File: src/rtl/fader_pkg.sv
// Shared types and helpers for the RGB hue fader: operating modes, the
// six-segment hue wheel and the per-segment duty profile.
package fader_pkg;

    localparam int unsigned NUM_SEGS = 6;
    localparam int unsigned SEG_W    = 3;

    typedef enum logic [1:0] {
        MODE_HUE     = 2'b00,
        MODE_BREATHE = 2'b01,
        MODE_HOLD    = 2'b10
    } mode_e;

    typedef enum logic [1:0] {
        PROF_RISE = 2'd0,
        PROF_FULL = 2'd1,
        PROF_FALL = 2'd2,
        PROF_ZERO = 2'd3
    } prof_e;

    // Raw mode pins; the unused code 11 behaves as HOLD.
    function automatic mode_e decode_mode(input logic [1:0] raw);
        case (raw)
            2'b00:   return MODE_HUE;
            2'b01:   return MODE_BREATHE;
            default: return MODE_HOLD;
        endcase
    endfunction

    function automatic prof_e seg_profile(input logic [SEG_W-1:0] seg);
        case (seg)
            3'd0:       return PROF_RISE;
            3'd1, 3'd2: return PROF_FULL;
            3'd3:       return PROF_FALL;
            default:    return PROF_ZERO;
        endcase
    endfunction

endpackage

File: src/rtl/fader_pwm_channel.sv
// One PWM channel: duty latched at the period wrap, active-low registered pin.
// Optional FADER_BRIGHTNESS_EN scales the latched duty by i_brightness/256.
module fader_pwm_channel #(
    parameter int unsigned c_DUTY_W = 11
) (
    input  logic                clk,
    input  logic                rst_n,
    input  logic                i_wrap,
    input  logic [c_DUTY_W-1:0] i_cnt,
    input  logic [c_DUTY_W-1:0] i_duty,
`ifdef FADER_BRIGHTNESS_EN
    input  logic [7:0]          i_brightness,
`endif
    output logic                o_pwm
);

    logic [c_DUTY_W-1:0] duty_q, duty_d;
    logic [c_DUTY_W-1:0] duty_next_c;
    logic                pwm_q, pwm_d;

`ifdef FADER_BRIGHTNESS_EN
    localparam int unsigned PROD_W = c_DUTY_W + 8;
    assign duty_next_c = c_DUTY_W'((PROD_W'(i_duty) * PROD_W'(i_brightness)) >> 8);
`else
    assign duty_next_c = i_duty;
`endif

    // Duty only changes at the wrap so a period is never split between two values.
    always_comb begin
        duty_d = duty_q;
        if (i_wrap) begin
            duty_d = duty_next_c;
        end
        pwm_d = !(i_cnt < duty_q);
    end

    always_ff @(posedge clk or negedge rst_n) begin
        if (!rst_n) begin
            duty_q <= '0;
            pwm_q  <= 1'b1;
        end else begin
            duty_q <= duty_d;
            pwm_q  <= pwm_d;
        end
    end

    assign o_pwm = pwm_q;

endmodule

File: src/rtl/rgb_hue_fader.sv
// Multi-channel LED fader: hue wheel, breathe or hold, on a shared PWM counter.
// Define FADER_BRIGHTNESS_EN to add the i_brightness scaling input.
module rgb_hue_fader
    import fader_pkg::*;
#(
    parameter int unsigned c_CHANNELS     = 3,
    parameter int unsigned c_PWM_INTERVAL = 1200,
    parameter int unsigned c_SEG_STEPS    = 200,
    parameter int unsigned c_STEP_CYCLES  = 10000
) (
    input  logic                  clk,
    input  logic                  rst_n,
    input  logic [1:0]            i_mode,
`ifdef FADER_BRIGHTNESS_EN
    input  logic [7:0]            i_brightness,
`endif
    output logic [c_CHANNELS-1:0] o_pwm,
    output logic                  o_period_start
);

    localparam int unsigned DUTY_W = $clog2(c_PWM_INTERVAL + 1);
    localparam int unsigned CNT_W  = (c_PWM_INTERVAL > 1) ? $clog2(c_PWM_INTERVAL) : 1;
    localparam int unsigned TMR_W  = (c_STEP_CYCLES > 1) ? $clog2(c_STEP_CYCLES) : 1;
    localparam int unsigned STEP_W = (c_SEG_STEPS > 1) ? $clog2(c_SEG_STEPS) : 1;
    localparam int unsigned INC    = c_PWM_INTERVAL / c_SEG_STEPS;

    logic [CNT_W-1:0]  cnt_q, cnt_d;
    logic [TMR_W-1:0]  tmr_q, tmr_d;
    logic              period_start_q, period_start_d;
    mode_e             mode_q, mode_d;
    logic              breathe_q, breathe_d;
    logic              fall_q, fall_d;
    logic [SEG_W-1:0]  seg_q, seg_d;
    logic [STEP_W-1:0] step_q, step_d;

    logic              wrap_c, tick_c;
    mode_e             mode_in_c;
    logic [DUTY_W-1:0] ramp_up_c, ramp_dn_c;

    assign wrap_c    = (cnt_q == CNT_W'(c_PWM_INTERVAL - 1));
    assign tick_c    = (tmr_q == TMR_W'(c_STEP_CYCLES - 1));
    assign mode_in_c = decode_mode(i_mode);
    assign ramp_up_c = DUTY_W'(step_q) * DUTY_W'(INC);
    assign ramp_dn_c = DUTY_W'(c_PWM_INTERVAL) - ramp_up_c;

    // Counters and sequencer; entering HOLD freezes the position so duties stay put.
    always_comb begin
        cnt_d          = wrap_c ? '0 : cnt_q + CNT_W'(1);
        tmr_d          = tick_c ? '0 : tmr_q + TMR_W'(1);
        period_start_d = wrap_c;
        mode_d         = mode_q;
        breathe_d      = breathe_q;
        fall_d         = fall_q;
        seg_d          = seg_q;
        step_d         = step_q;
        if (tick_c) begin
            if (mode_in_c != mode_q) begin
                mode_d = mode_in_c;
                if (mode_in_c != MODE_HOLD) begin
                    step_d    = '0;
                    fall_d    = 1'b0;
                    breathe_d = (mode_in_c == MODE_BREATHE);
                    if (mode_in_c == MODE_HUE) begin
                        seg_d = '0;
                    end
                end
            end else if (mode_q != MODE_HOLD) begin
                if (step_q == STEP_W'(c_SEG_STEPS - 1)) begin
                    step_d = '0;
                    if (breathe_q) begin
                        fall_d = !fall_q;
                    end else begin
                        seg_d = (seg_q == SEG_W'(NUM_SEGS - 1)) ? '0 : seg_q + SEG_W'(1);
                    end
                end else begin
                    step_d = step_q + STEP_W'(1);
                end
            end
        end
    end

    always_ff @(posedge clk or negedge rst_n) begin
        if (!rst_n) begin
            cnt_q          <= '0;
            tmr_q          <= '0;
            period_start_q <= 1'b0;
            mode_q         <= MODE_HUE;
            breathe_q      <= 1'b0;
            fall_q         <= 1'b0;
            seg_q          <= '0;
            step_q         <= '0;
        end else begin
            cnt_q          <= cnt_d;
            tmr_q          <= tmr_d;
            period_start_q <= period_start_d;
            mode_q         <= mode_d;
            breathe_q      <= breathe_d;
            fall_q         <= fall_d;
            seg_q          <= seg_d;
            step_q         <= step_d;
        end
    end

    assign o_period_start = period_start_q;

    // Channel k sits 2k segments behind channel 0 on the hue wheel.
    for (genvar k = 0; k < int'(c_CHANNELS); k++) begin : g_ch
        localparam int unsigned OFF = (NUM_SEGS - (2 * k) % NUM_SEGS) % NUM_SEGS;

        logic [SEG_W:0]    seg_sum_c;
        logic [SEG_W-1:0]  ch_seg_c;
        logic [DUTY_W-1:0] duty_c;

        assign seg_sum_c = {1'b0, seg_q} + (SEG_W + 1)'(OFF);
        assign ch_seg_c  = (seg_sum_c >= (SEG_W + 1)'(NUM_SEGS))
                         ? SEG_W'(seg_sum_c - (SEG_W + 1)'(NUM_SEGS))
                         : SEG_W'(seg_sum_c);

        always_comb begin
            duty_c = '0;
            if (breathe_q) begin
                duty_c = fall_q ? ramp_dn_c : ramp_up_c;
            end else begin
                case (seg_profile(ch_seg_c))
                    PROF_RISE: duty_c = ramp_up_c;
                    PROF_FULL: duty_c = DUTY_W'(c_PWM_INTERVAL);
                    PROF_FALL: duty_c = ramp_dn_c;
                    default:   duty_c = '0;
                endcase
            end
        end

        fader_pwm_channel #(
            .c_DUTY_W (DUTY_W)
        ) u_ch (
            .clk          (clk),
            .rst_n        (rst_n),
            .i_wrap       (wrap_c),
            .i_cnt        (DUTY_W'(cnt_q)),
            .i_duty       (duty_c),
`ifdef FADER_BRIGHTNESS_EN
            .i_brightness (i_brightness),
`endif
            .o_pwm        (o_pwm[k])
        );
    end

endmodule
File: config.mk
export PLATFORM = sky130hd
export DESIGN_NAME = rgb_hue_fader
export DESIGN_NICKNAME = d
export VERILOG_FILES = /design/src/rtl/fader_pkg.sv /design/src/rtl/fader_pwm_channel.sv /design/src/rtl/rgb_hue_fader.sv
export SDC_FILE = /design/constraint.sdc
export NUM_CORES = 1
export LEC_CHECK = 0
export CAP_MARGIN = 20
export CORE_MARGIN = 2
export CORE_UTILIZATION = 58
export CTS_BUF_LIST = sky130_fd_sc_hd__clkbuf_16
export DETAILED_ROUTE_END_ITERATION = 8
export PLACE_DENSITY = 0.75
export SETUP_SLACK_MARGIN = 0.1
export SLEW_MARGIN = 20
export SYNTH_ARGS = -nofsm -noshare
export SYNTH_HDL_FRONTEND = slang
export SYNTH_HIERARCHICAL = 1
export SYNTH_SLANG_ARGS = --single-unit
File: constraint.sdc
create_clock -name clk -period 3.1 [get_ports clk]
set_clock_uncertainty 0.1 [all_clocks]
set_input_delay 0.62 -clock clk [delete_from_list [all_inputs] [get_ports clk]]
set_output_delay 0.62 -clock clk [all_outputs]
set_load 0.005 [all_outputs]
==> summary.md, run 1 <==
| Metric | Value |
|---|---|
| Via count | 4834 |
| CTS tree | yes |
| Total wire length | 13700 um |
| DRC viols | 0 |
| Total Power | 2.05 mW |
| Pint | 1.57 mW |
| Max frequency | 347 MHz |
| Worst R2R Start | step_q[2]$_DFFE_PN0P_ |
| Final instance area | 6230 sq um |
| Netlist cell types | 68 |
| Post-synthesis xor/xnor area fraction | 5.71% |
| Post-synthesis async set-or-reset flop share | 100% |
| Synth Area in Simple Gates | 19.9% |
| CP Max Fanout | 7 |
| Share of cells above drive strength 1 | 13.3% |
| Status | complete, no violations |
| Critical Path RT | 3.21 ns |
| Max cap viols | 0 |
| Ys Warns | 6 |
| Detail Placement HPWL | 10200 um |
| Setup ws final | 0.221 ns |
| Compound-cell area share of the yosys netlist | 21.9% |
| Finished Core Util | 67.4% |
| Post-synthesis mux area share | 1.20% |
| Switch Pwr | 0.483 mW |
| CP Data Arrival Time | 2.98 ns |
| Synthesized netlist cell count | 653 |
| Fill count | 745 |
| Chip Height | 102 um |
| Core Box Area | 9240 sq um |
| Total gr overflow | 0 |
| Row count | 35 |
| # H-tree levels | 3 |
| Top cell type's share of synthesized area | 33.6% |
| Worst Setup End Kind | register |
| Min Clock Period, post-route | 2.88 ns |
| CP Class | reg -> reg |
| Area leader, netlist | dfrtp_1 |
| Layout Cells excl Fill | 813 |
| Max Slew Vio Count | 0 |
| Post-synth EDFFs | 0 |
| Combinational share of power | 1.6% |
| Num CTS Buffers | 9 |
| First-pass GRT wire length | 22500 um |
| GRT Overall Usage | 27.8% |
| CTS sink cnt | 77 |
| Synth-to-Final Area Change | 12.9% |
| Synth area leaders | dfrtp_1 (34%), ha_1 (11%), o21ai_0 (6.4%) |
| Post-Syn Area | 5520 sq um |
| Hold Crit Class | in -> async |
| Antenna cells | 0 |
| VDD IR max | 0.000251 V |
| WL per Instance | 16.8 um |
| Relative max-transition margin | 37.5% |
| Initial antenna violation count | 0 |
| End of the worst register-to-register path | g_ch[2].u_ch/duty_q[8]$_DFFE_PN0P_ |
| DP Area | 5870 sq um |
| R2r setup slk | 0.22 ns |
| DIE AREA | 10300 sq um |
| Reg clk slew, reported paths | 0.07 ns |
| Mean cell area of the mapped netlist | 8.45 sq um |
| Cts hold-fix bufs | 0 |
| Largest family of logic cells by synthesized area | compound AO/OA/AOI/OAI gates |
| Post-synthesis adder-cell area fraction | 11.5% |
| Reg2reg path depth | 11 |
| Critical Path Source Type | register |
| Post-route antenna net violation count | 0 |
| Power per cell area | 329 nW/um^2 |
| Sw Ratio | 23.6% |
| Setup TNS | 0 ns |
| Placed insts | 794 |
| Worst slew pin tran | 0.937 ns |
| Drt pass-1 iters | 5 |
| Initial Utilization | 59.7% |
| Vias in the first global route | 4643 |
| Hold WS | 0.320 ns |
| Unrepaired setup endpoints after global routing | yes |
| DR iter-0 viols | 381 |
| Synth Flop Type | dfrtp_1 |
| Final period utilization | 92.9% |
| Avg Vias per Cell | 5.95 |
| Largest net degree at the start of global routing | 78 |
| Hold Fails Final Rpt | 0 |
| Post-synthesis register bit count | 77 |
| Later-pin clock latency in the skew report | 0.34 ns |
| Count of final setup violators | 0 |
| Max clock buf depth | 2 |
| CTS root buffer | clkbuf_16 |
| IO Count | 8 |
| Clock share of power | 49.4% |
| # nets final | 733 |
| Dpl ws | 0.0882 ns |
| Post-synthesis sequential area ratio | 35.0% |
| RePlAce Congestion | 0.970 |
| Buffers on Ports | 7 |
| Die X | 102 um |
| Reg power frac | 49.0% |
| Lkg Pwr | 2.70 nW |
## power groups by stage
stage          clock, mW  combinational, mW  sequential [mW]
5_1_grt             1.08             0.0380             1.00
3_5_place_dp           0             0.0337             1.02
2_1_floorplan          0            0.00691             1.02
4_1_cts             1.03             0.0337             1.00
6_report            1.01             0.0322             1.00
3_3_place_gp           0             0.0329             1.02
## sequential cells by signal, summed over array words and instances, names as in the netlist
name and flops:
breathe_q 1, cnt_q 11, fall_q 1, g_ch.u_ch/duty_q 33
g_ch.u_ch/o_pwm 3, mode_q 2, o_period_start 1, seg_q 3
step_q 8, tmr_q 14
## worst max-delay path: stages, from the launching register on
cell and delay, ns:
dfrtp_2 0.47, ha_1 0.29, a211o_1 0.35, and3_2 0.24, nor4_2 0.31, buf_4 0.20, o21a_4 0.14, a21oi_1 0.07
o21ai_2 0.18, o311ai_0 0.19, nand2_1 0.11, o21ai_0 0.07
## placed cells by master, fill, tap and decap left out, drive strengths merged, types with 6 or more instances in the layout
cell type and count:
inv 47, a21oi 48, or2 7, clkdlybuf4s50 6, nand3 27, dfrtp 74
xor2 14, nor2 48, nand2 76, o21ai 73, o22ai 9, a21o 6
or3 16, a211oi 7, xnor2 19, buf 29, ha 49, o21a 8
o211ai 6, nor3 12, clkbuf 9, nand4 8
## cells by family after synthesis
family | count (synthesis)
compound gates | 193
xor+xnor | 33
fa+ha+maj | 50
buf+inv | 67
flops | 77
mux | 6
other cells | 1
simple gates | 226
## cell usage after synthesis, types with 4 or more instances
cell type / count
nand2_1: 76
dfrtp_1: 74
o21ai_0: 71
ha_1: 49
nor2_1: 48
a21oi_1: 47
inv_1: 44
nand3_1: 26
clkbuf_1: 20
xnor2_1: 18
or3_1: 15
xor2_1: 13
nor3_1: 12
o22ai_1: 9
nand4_1: 8
o21a_1: 8
or2_2: 7
a211oi_1: 6
a21o_1: 6
o211ai_1: 6
a31oi_1: 5
mux2_2: 5
nand2b_1: 5
nor2b_1: 5
a22oi_1: 4
and3_1: 4
## per-layer routing
metal,vias to the layer above,global-route usage (%),routed length (um)
met5,-,0,0
met4,0,9.15,305
met3,32,4.69,604
met2,146,46.8,6570
met1,2285,36.4,6170
li1,2371,-,-
## area by class of cell
cell class	count	area, sq um	area share [%]
multi-input cells	511	3400	54.6
flip-flops and latches	77	1930	31.1
repair buffers	35	278	4.46
clock buffers	9	225	3.62
inverters	45	169	2.71
well taps	129	161	2.59
clock inverters	7	58.8	0.944
## how the worst max path moves through the flow
stage / start / endpoint / slack [ns] / depth (start not counted)
after floorplan: step_q[1]$_DFFE_PN0P_ / g_ch[1].u_ch/duty_q[9]$_DFFE_PN0P_ / 0.09 / 11
after global placement: step_q[1]$_DFFE_PN0P_ / g_ch[1].u_ch/duty_q[8]$_DFFE_PN0P_ / 0.15 / 11
after detailed placement: step_q[1]$_DFFE_PN0P_ / g_ch[1].u_ch/duty_q[8]$_DFFE_PN0P_ / 0.09 / 11
after CTS: step_q[3]$_DFFE_PN0P_ / g_ch[0].u_ch/duty_q[8]$_DFFE_PN0P_ / 0.15 / 11
after global routing: step_q[1]$_DFFE_PN0P_ / g_ch[2].u_ch/duty_q[8]$_DFFE_PN0P_ / 0.09 / 12
final: step_q[2]$_DFFE_PN0P_ / g_ch[2].u_ch/duty_q[8]$_DFFE_PN0P_ / 0.22 / 11
## repair_timing
action / 4_1_cts / 5_1_grt
pin swaps: 1 / 4
gates resized for setup: 2 / 15
setup endpoints to repair: 6 / 13
setup buffers: 0 / 3
Note: power is estimated with default switching activity, not from simulation.
==> run 2: changes to the inputs <==
--- a/config.mk
+++ b/config.mk
@@ -10,6 +10,7 @@
 export CORE_UTILIZATION = 58
 export CTS_BUF_LIST = sky130_fd_sc_hd__clkbuf_16
 export DETAILED_ROUTE_END_ITERATION = 8
+export GPL_TIMING_DRIVEN = 0
 export PLACE_DENSITY = 0.75
 export SETUP_SLACK_MARGIN = 0.1
 export SLEW_MARGIN = 20
==> summary.md, run 2 (synthesis results as in run 1) <==
| Metric | Value |
|---|---|
| Drt pass-1 iters | 5 (unchanged) |
| Crit path to | g_ch[0].u_ch/duty_q[10]$_DFFE_PN0P_ (was g_ch[2].u_ch/duty_q[8]$_DFFE_PN0P_) |
| DIE AREA | 10300 sq um (unchanged) |
| M1 WL | 6410 um (was 6170 um) |
| Critical Path RT | 3.21 ns (about the same) |
| Regs by FF count | g_ch.u_ch/duty_q: 33 flops, tmr_q: 14 flops, cnt_q: 11 flops (unchanged) |
| Commonest non-fill, non-tap cell in the layout | nand2_1 (unchanged) |
| Largest net degree at the start of global routing | 56 (was 78) |
| End of the worst register-to-register path | g_ch[0].u_ch/duty_q[10]$_DFFE_PN0P_ (was g_ch[2].u_ch/duty_q[8]$_DFFE_PN0P_) |
| Initial antenna violation count | 0 (unchanged) |
| First-pass GRT wire length | 23800 um (was 22500 um) |
| CTS root buffer | clkbuf_16 (unchanged) |
| CP Class | reg -> reg (unchanged) |
| Worst slew pin tran | 0.875 ns (was 0.937 ns) |
| Max clock buf depth | 2 (unchanged) |
| CP top delay family | compound AO/OA/AOI/OAI gates (unchanged) |
| IO Count | 8 (unchanged) |
| Unrepaired setup endpoints after global routing | yes (unchanged) |
| Fill count | 756 (was 745) |
| Dpl ws | -0.446 ns (was 0.0882 ns) |
| DRC viols | 0 (unchanged) |
| R2r setup slk | 0.14 ns (was 0.22 ns) |
| # H-tree levels | 3 (unchanged) |
| Chip Height | 102 um (unchanged) |
| Initial Utilization | 59.7% (unchanged) |
| Finished Core Util | 70.5% (was 67.4%) |
| Vias in the first global route | 4782 (was 4643) |
| Max Slew Vio Count | 0 (unchanged) |
| Detail Placement HPWL | 10700 um (was 10200 um) |
| Slowest stage delay, CP | 0.45 ns (was 0.47 ns) |
| Total wire length | 15100 um (was 13700 um) |
| DR iter-0 viols | 337 (was 381) |
| Max cap viols | 0 (unchanged) |
| Avg Vias per Cell | 6.18 (was 5.95) |
| Synth-to-Final Area Change | 18.1% (was 12.9%) |
| Buffers on Ports | 7 (unchanged) |
| CP startpoint | step_q[1]$_DFFE_PN0P_ (was step_q[2]$_DFFE_PN0P_) |
| GRT Overall Usage | 29.9% (was 27.8%) |
| CTS sink cnt | 77 (unchanged) |
| Count of final setup violators | 0 (unchanged) |
| Highest metal used | met4 (unchanged) |
| Final period utilization | 95.4% (was 92.9%) |
| Via count | 5105 (was 4834) |
| Number of flip-flops in the largest register | 33 (unchanged) |
| Max frequency | 338 MHz (was 347 MHz) |
| CP Max Fanout | 6 (was 7) |
| # nets final | 746 (was 733) |
| CP Data Arrival Time | 3.06 ns (was 2.98 ns) |
| Hold Crit Class | in -> async (unchanged) |
| Min Clock Period, post-route | 2.96 ns (was 2.88 ns) |
| Hold Fails Final Rpt | 0 (unchanged) |
| Worst Setup End Kind | register (unchanged) |
| Die X | 102 um (unchanged) |
| Core Box Area | 9240 sq um (unchanged) |
| Worst R2R Start | step_q[1]$_DFFE_PN0P_ (was step_q[2]$_DFFE_PN0P_) |
| Num CTS Buffers | 9 (unchanged) |
| Slowest cell on crit path | dfrtp_2 (unchanged) |
| Antenna cells | 0 (unchanged) |
| Crit-path cells | ha_1, a211o_1, a41o_4, a211oi_4, xor2_4, nand3_4, a2111oi_4, a211oi_1, nand2_1, o21ai_0 (was ha_1, a211o_1, and3_2, nor4_2, buf_4, o21a_4, a21oi_1, o21ai_2, o311ai_0, nand2_1, o21ai_0) |
| Cts hold-fix bufs | 0 (unchanged) |
| WL met3 | 696 um (was 604 um) |
| RePlAce Congestion | 0.964 (was 0.970) |
| Cell count along the critical path | 10 (was 11) |
| Share of cells above drive strength 1 | 14.8% (was 13.3%) |
| Status | complete, no violations (unchanged) |
| Critical Path Source Type | register (unchanged) |
| Relative max-transition margin | 41.2% (was 37.5%) |
| WL per Instance | 18.2 um (was 16.8 um) |
| Setup ws final | 0.144 ns (was 0.221 ns) |
| VDD IR max | 0.000351 V (was 0.000251 V) |
| Reg2reg path depth | 10 (was 11) |
| Most frequent cells in the layout | nand2_1 (76), dfrtp_1 (70), o21ai_0 (68) (was nand2_1 (76), dfrtp_1 (71), o21ai_0 (69)) |
| CP Buf/Inv Count | 0 (was 1) |
| Largest Register | g_ch.u_ch/duty_q (unchanged) |
| CTS tree | yes (unchanged) |
| Total gr overflow | 0 (unchanged) |
| Later-pin clock latency in the skew report | 0.34 ns (about the same) |
| Post-route antenna net violation count | 0 (unchanged) |
| Power per cell area | 348 nW/um^2 (was 329 nW/um^2) |
| Met2 Routed Length | 7540 um (was 6570 um) |
| Lkg Pwr | 2.79 nW (was 2.70 nW) |
| Row count | 35 (unchanged) |
| Reg clk slew, reported paths | 0.06 ns (was 0.07 ns) |
==> run 2: worst min-delay path by stage <==
stage                       startpoint                     to  slack [ns]  cells after the start
floorplan                        rst_n  breathe_q$_DFFE_PN0P_        0.22                      0
global placement    tmr_q[0]$_DFF_PN0_     tmr_q[0]$_DFF_PN0_        0.35                      1
detailed placement  tmr_q[0]$_DFF_PN0_     tmr_q[0]$_DFF_PN0_        0.36                      1
CTS                              rst_n     cnt_q[2]$_DFF_PN0_        0.08                      1
global route                     rst_n     cnt_q[2]$_DFF_PN0_        0.08                      1
finish                           rst_n     cnt_q[2]$_DFF_PN0_        0.07                      1
==> run 2: final cells by class <==
cell class              instances  area (sq um)  area share, %
clock buffers                   9           225           3.45
flip-flops and latches         77          1940           29.7
clock inverters                 7           123           1.88
plain buffers                  21           103           1.57
multi-input cells             511          3560           54.6
inverters                      45           173           2.65
repair buffers                 27           238           3.65
well taps                     129           161           2.48
==> run 2: per-stage QoR <==
step                      setup TNS, ns  std cells  total power, mW  cell area, sq um  hold slack (ns)
after floorplan                       0        655             1.03              5540            0.224
after global placement           -96.91        791             1.06              5770            0.349
after detailed placement          -4.43        793             1.06              5810            0.358
after CTS                             0        817             2.28              6320           0.0751
after global routing                  0        826             2.33              6520           0.0832
final                                 0        826             2.27              6520           0.0735
==> run 2: what timing repair did <==
| item | in CTS | in global routing |
|---|---|---|
| pin swaps | 7 | 10 |
| gates resized for setup | 23 | 29 |
| setup endpoints to repair | 18 | 13 |
| buffers inserted | 9 | 9 |
==> run 2: where the power goes <==
part / internal [mW] / switching (mW)
sequential: 1.00 / 0
clock: 0.794 / 0.434
combinational: 0.00986 / 0.0272
==> run 2: metal layers <==
metal | up-vias | track usage, %
li1 | 2400 | -
met1 | 2491 | 37.5
met2 | 170 | 51.8
met3 | 44 | 4.76
met4 | 0 | 11.0
met5 | - | 0
==> run 3: changes to the inputs <==
--- a/config.mk
+++ b/config.mk
@@ -8,7 +8,6 @@
 export CAP_MARGIN = 20
 export CORE_MARGIN = 2
 export CORE_UTILIZATION = 58
-export CTS_BUF_LIST = sky130_fd_sc_hd__clkbuf_16
 export DETAILED_ROUTE_END_ITERATION = 8
 export GPL_TIMING_DRIVEN = 0
 export PLACE_DENSITY = 0.75
==> summary.md, run 3 (synthesis results as in run 1) <==
| Metric | Value |
|---|---|
| Initial Utilization | 59.7% (unchanged) |
| Antenna cells | 0 (unchanged) |
| Max Slew Vio Count | 0 (unchanged) |
| Synth-to-Final Area Change | 16.7% (was 18.1%) |
| Max frequency | 338 MHz (about the same) |
| Critical Path RT | 3.23 ns (was 3.21 ns) |
| Final instance area | 6440 sq um (was 6520 sq um) |
| Core Box Area | 9240 sq um (unchanged) |
| Drt pass-1 iters | 5 (unchanged) |
| DRC viols | 0 (unchanged) |
| Cts hold-fix bufs | 0 (unchanged) |
| Later-pin clock latency in the skew report | 0.36 ns (was 0.34 ns) |
| Dpl ws | -0.446 ns (unchanged) |
| Via count | 5046 (was 5105) |
| WL per Instance | 18.0 um (was 18.2 um) |
| CP Class | reg -> reg (unchanged) |
| Worst Setup End Kind | register (unchanged) |
| Share of cells above drive strength 1 | 15.2% (was 14.8%) |
| Hold Crit Class | in -> async (unchanged) |
| Max clock buf depth | 2 (unchanged) |
| Commonest non-fill, non-tap cell in the layout | nand2_1 (unchanged) |
| CTS root buffer | clkbuf_8 (was clkbuf_16) |
| Setup ws final | 0.138 ns (was 0.144 ns) |
| IO Count | 8 (unchanged) |
| Detail Placement HPWL | 10700 um (unchanged) |
| Power per cell area | 308 nW/um^2 (was 348 nW/um^2) |
| Hold Fails Final Rpt | 0 (unchanged) |
| Number of flip-flops in the largest register | 33 (unchanged) |
| Status | complete, no violations (unchanged) |
| Post-route antenna net violation count | 0 (unchanged) |
| # H-tree levels | 3 (unchanged) |
| Lkg Pwr | 2.75 nW (was 2.79 nW) |
| Regs by FF count | g_ch.u_ch/duty_q: 33 flops, tmr_q: 14 flops, cnt_q: 11 flops (unchanged) |
| Die X | 102 um (unchanged) |
| Initial antenna violation count | 0 (unchanged) |
| DP Area | 5810 sq um (unchanged) |
| Largest Register | g_ch.u_ch/duty_q (unchanged) |
| Reg clk slew, reported paths | 0.09 ns (was 0.06 ns) |
| CTS sink cnt | 77 (unchanged) |
| Chip Height | 102 um (unchanged) |
| RePlAce Congestion | 0.964 (unchanged) |
| Min Clock Period, post-route | 2.96 ns (about the same) |
| Num CTS Buffers | 9 (unchanged) |
| CTS tree | yes (unchanged) |
| Total wire length | 14900 um (was 15100 um) |
| # nets final | 747 (was 746) |
| DIE AREA | 10300 sq um (unchanged) |
| Worst slew pin tran | 0.865 ns (was 0.875 ns) |
| Hold WS | 0.0482 ns (was 0.0735 ns) |
| CP Data Arrival Time | 3.09 ns (was 3.06 ns) |
| Total Power | 1.99 mW (was 2.27 mW) |
| Unrepaired setup endpoints after global routing | yes (unchanged) |
| Setup TNS | 0 ns (unchanged) |
| GRT Overall Usage | 29.8% (was 29.9%) |
| Critical Path Source Type | register (unchanged) |
| Buffers on Ports | 7 (unchanged) |
| Avg Vias per Cell | 6.10 (was 6.18) |
| Largest net degree at the start of global routing | 56 (unchanged) |
| Most frequent cells in the layout | nand2_1 (76), dfrtp_1 (70), o21ai_0 (62) (was nand2_1 (76), dfrtp_1 (70), o21ai_0 (68)) |
| Final period utilization | 95.5% (was 95.4%) |
| Count of final setup violators | 0 (unchanged) |
| First-pass GRT wire length | 23800 um (about the same) |
| Max cap viols | 0 (unchanged) |
| Reg2reg path depth | 11 (was 10) |
| DR iter-0 viols | 342 (was 337) |
| Relative max-transition margin | 41.9% (was 41.2%) |
| Total gr overflow | 0 (unchanged) |
| Vias in the first global route | 4751 (was 4782) |
| CP Max Fanout | 7 (was 6) |
| VDD IR max | 0.000198 V (was 0.000351 V) |
| Row count | 35 (unchanged) |
-- run 3: what timing repair did --
| action | CTS | global route |
|---|---|---|
| endpoints found under the setup margin | 18 | 13 |
| setup buffers | 9 | 10 |
| gates cloned | 0 | 0 |
| pin swaps | 7 | 20 |
| gates resized for setup | 26 | 34 |
-- run 3: final timing paths --
| path | startpoint | endpoint | slack (ns) |
|---|---|---|---|
| setup reg to reg | step_q[1]$_DFFE_PN0P_ | g_ch[1].u_ch/duty_q[8]$_DFFE_PN0P_ | 0.14 |
| setup / recovery | step_q[1]$_DFFE_PN0P_ | g_ch[1].u_ch/duty_q[8]$_DFFE_PN0P_ | 0.14 |
| max in group asynchronous | rst_n | g_ch[1].u_ch/o_pwm$_DFF_PN1_ | 2.24 |
| hold reg to reg | tmr_q[0]$_DFF_PN0_ | tmr_q[0]$_DFF_PN0_ | 0.37 |
| hold / removal | rst_n | cnt_q[2]$_DFF_PN0_ | 0.05 |
| min in group clk | tmr_q[0]$_DFF_PN0_ | tmr_q[0]$_DFF_PN0_ | 0.37 |
-- run 3: through the flow --
stage	util (%)	std cells
2_1_floorplan	-	655
3_3_place_gp	62.5	791
3_5_place_dp	62.9	793
4_1_cts	67.4	817
5_1_grt	69.7	827
6_report	69.7	827
-- run 3: critical path, cell delays in order, from the launching register on --
cell	delay (ns)
dfrtp_2	0.45
ha_4	0.19
fa_2	0.55
buf_8	0.11
nor3_4	0.06
nor4_4	0.42
o21a_1	0.26
a21oi_2	0.08
o21ai_2	0.26
o311ai_2	0.19
nand2_1	0.09
o21ai_1	0.06
-- run 3: final cells by class --
cell class              count  area, sq um
repair buffers             28          245
flip-flops and latches     77         1940
fillers                   759         2800
inverters                  45          173
well taps                 129          161
plain buffers              21          103
clock inverters             6          119
clock buffers              10          128
multi-input cells         511         3570
-- run 3: per-layer routing --
layer / part of all wire (%) / vias up / GRT usage (%)
li1: - / 2402 / -
met1: 42 / 2430 / 38.0
met2: 50 / 170 / 51.4
met3: 4.8 / 44 / 4.14
met4: 3.1 / 0 / 11.0
met5: 0 / - / 0
-- run 3: report_power, final --
part | leakage, nW | total, mW | internal (mW) | switching (mW)
Combinational | 1.61 | 0.0371 | 0.00986 | 0.0273
Clock | 0.123 | 0.945 | 0.545 | 0.400
Sequential | 1.02 | 1.00 | 1.00 | 0
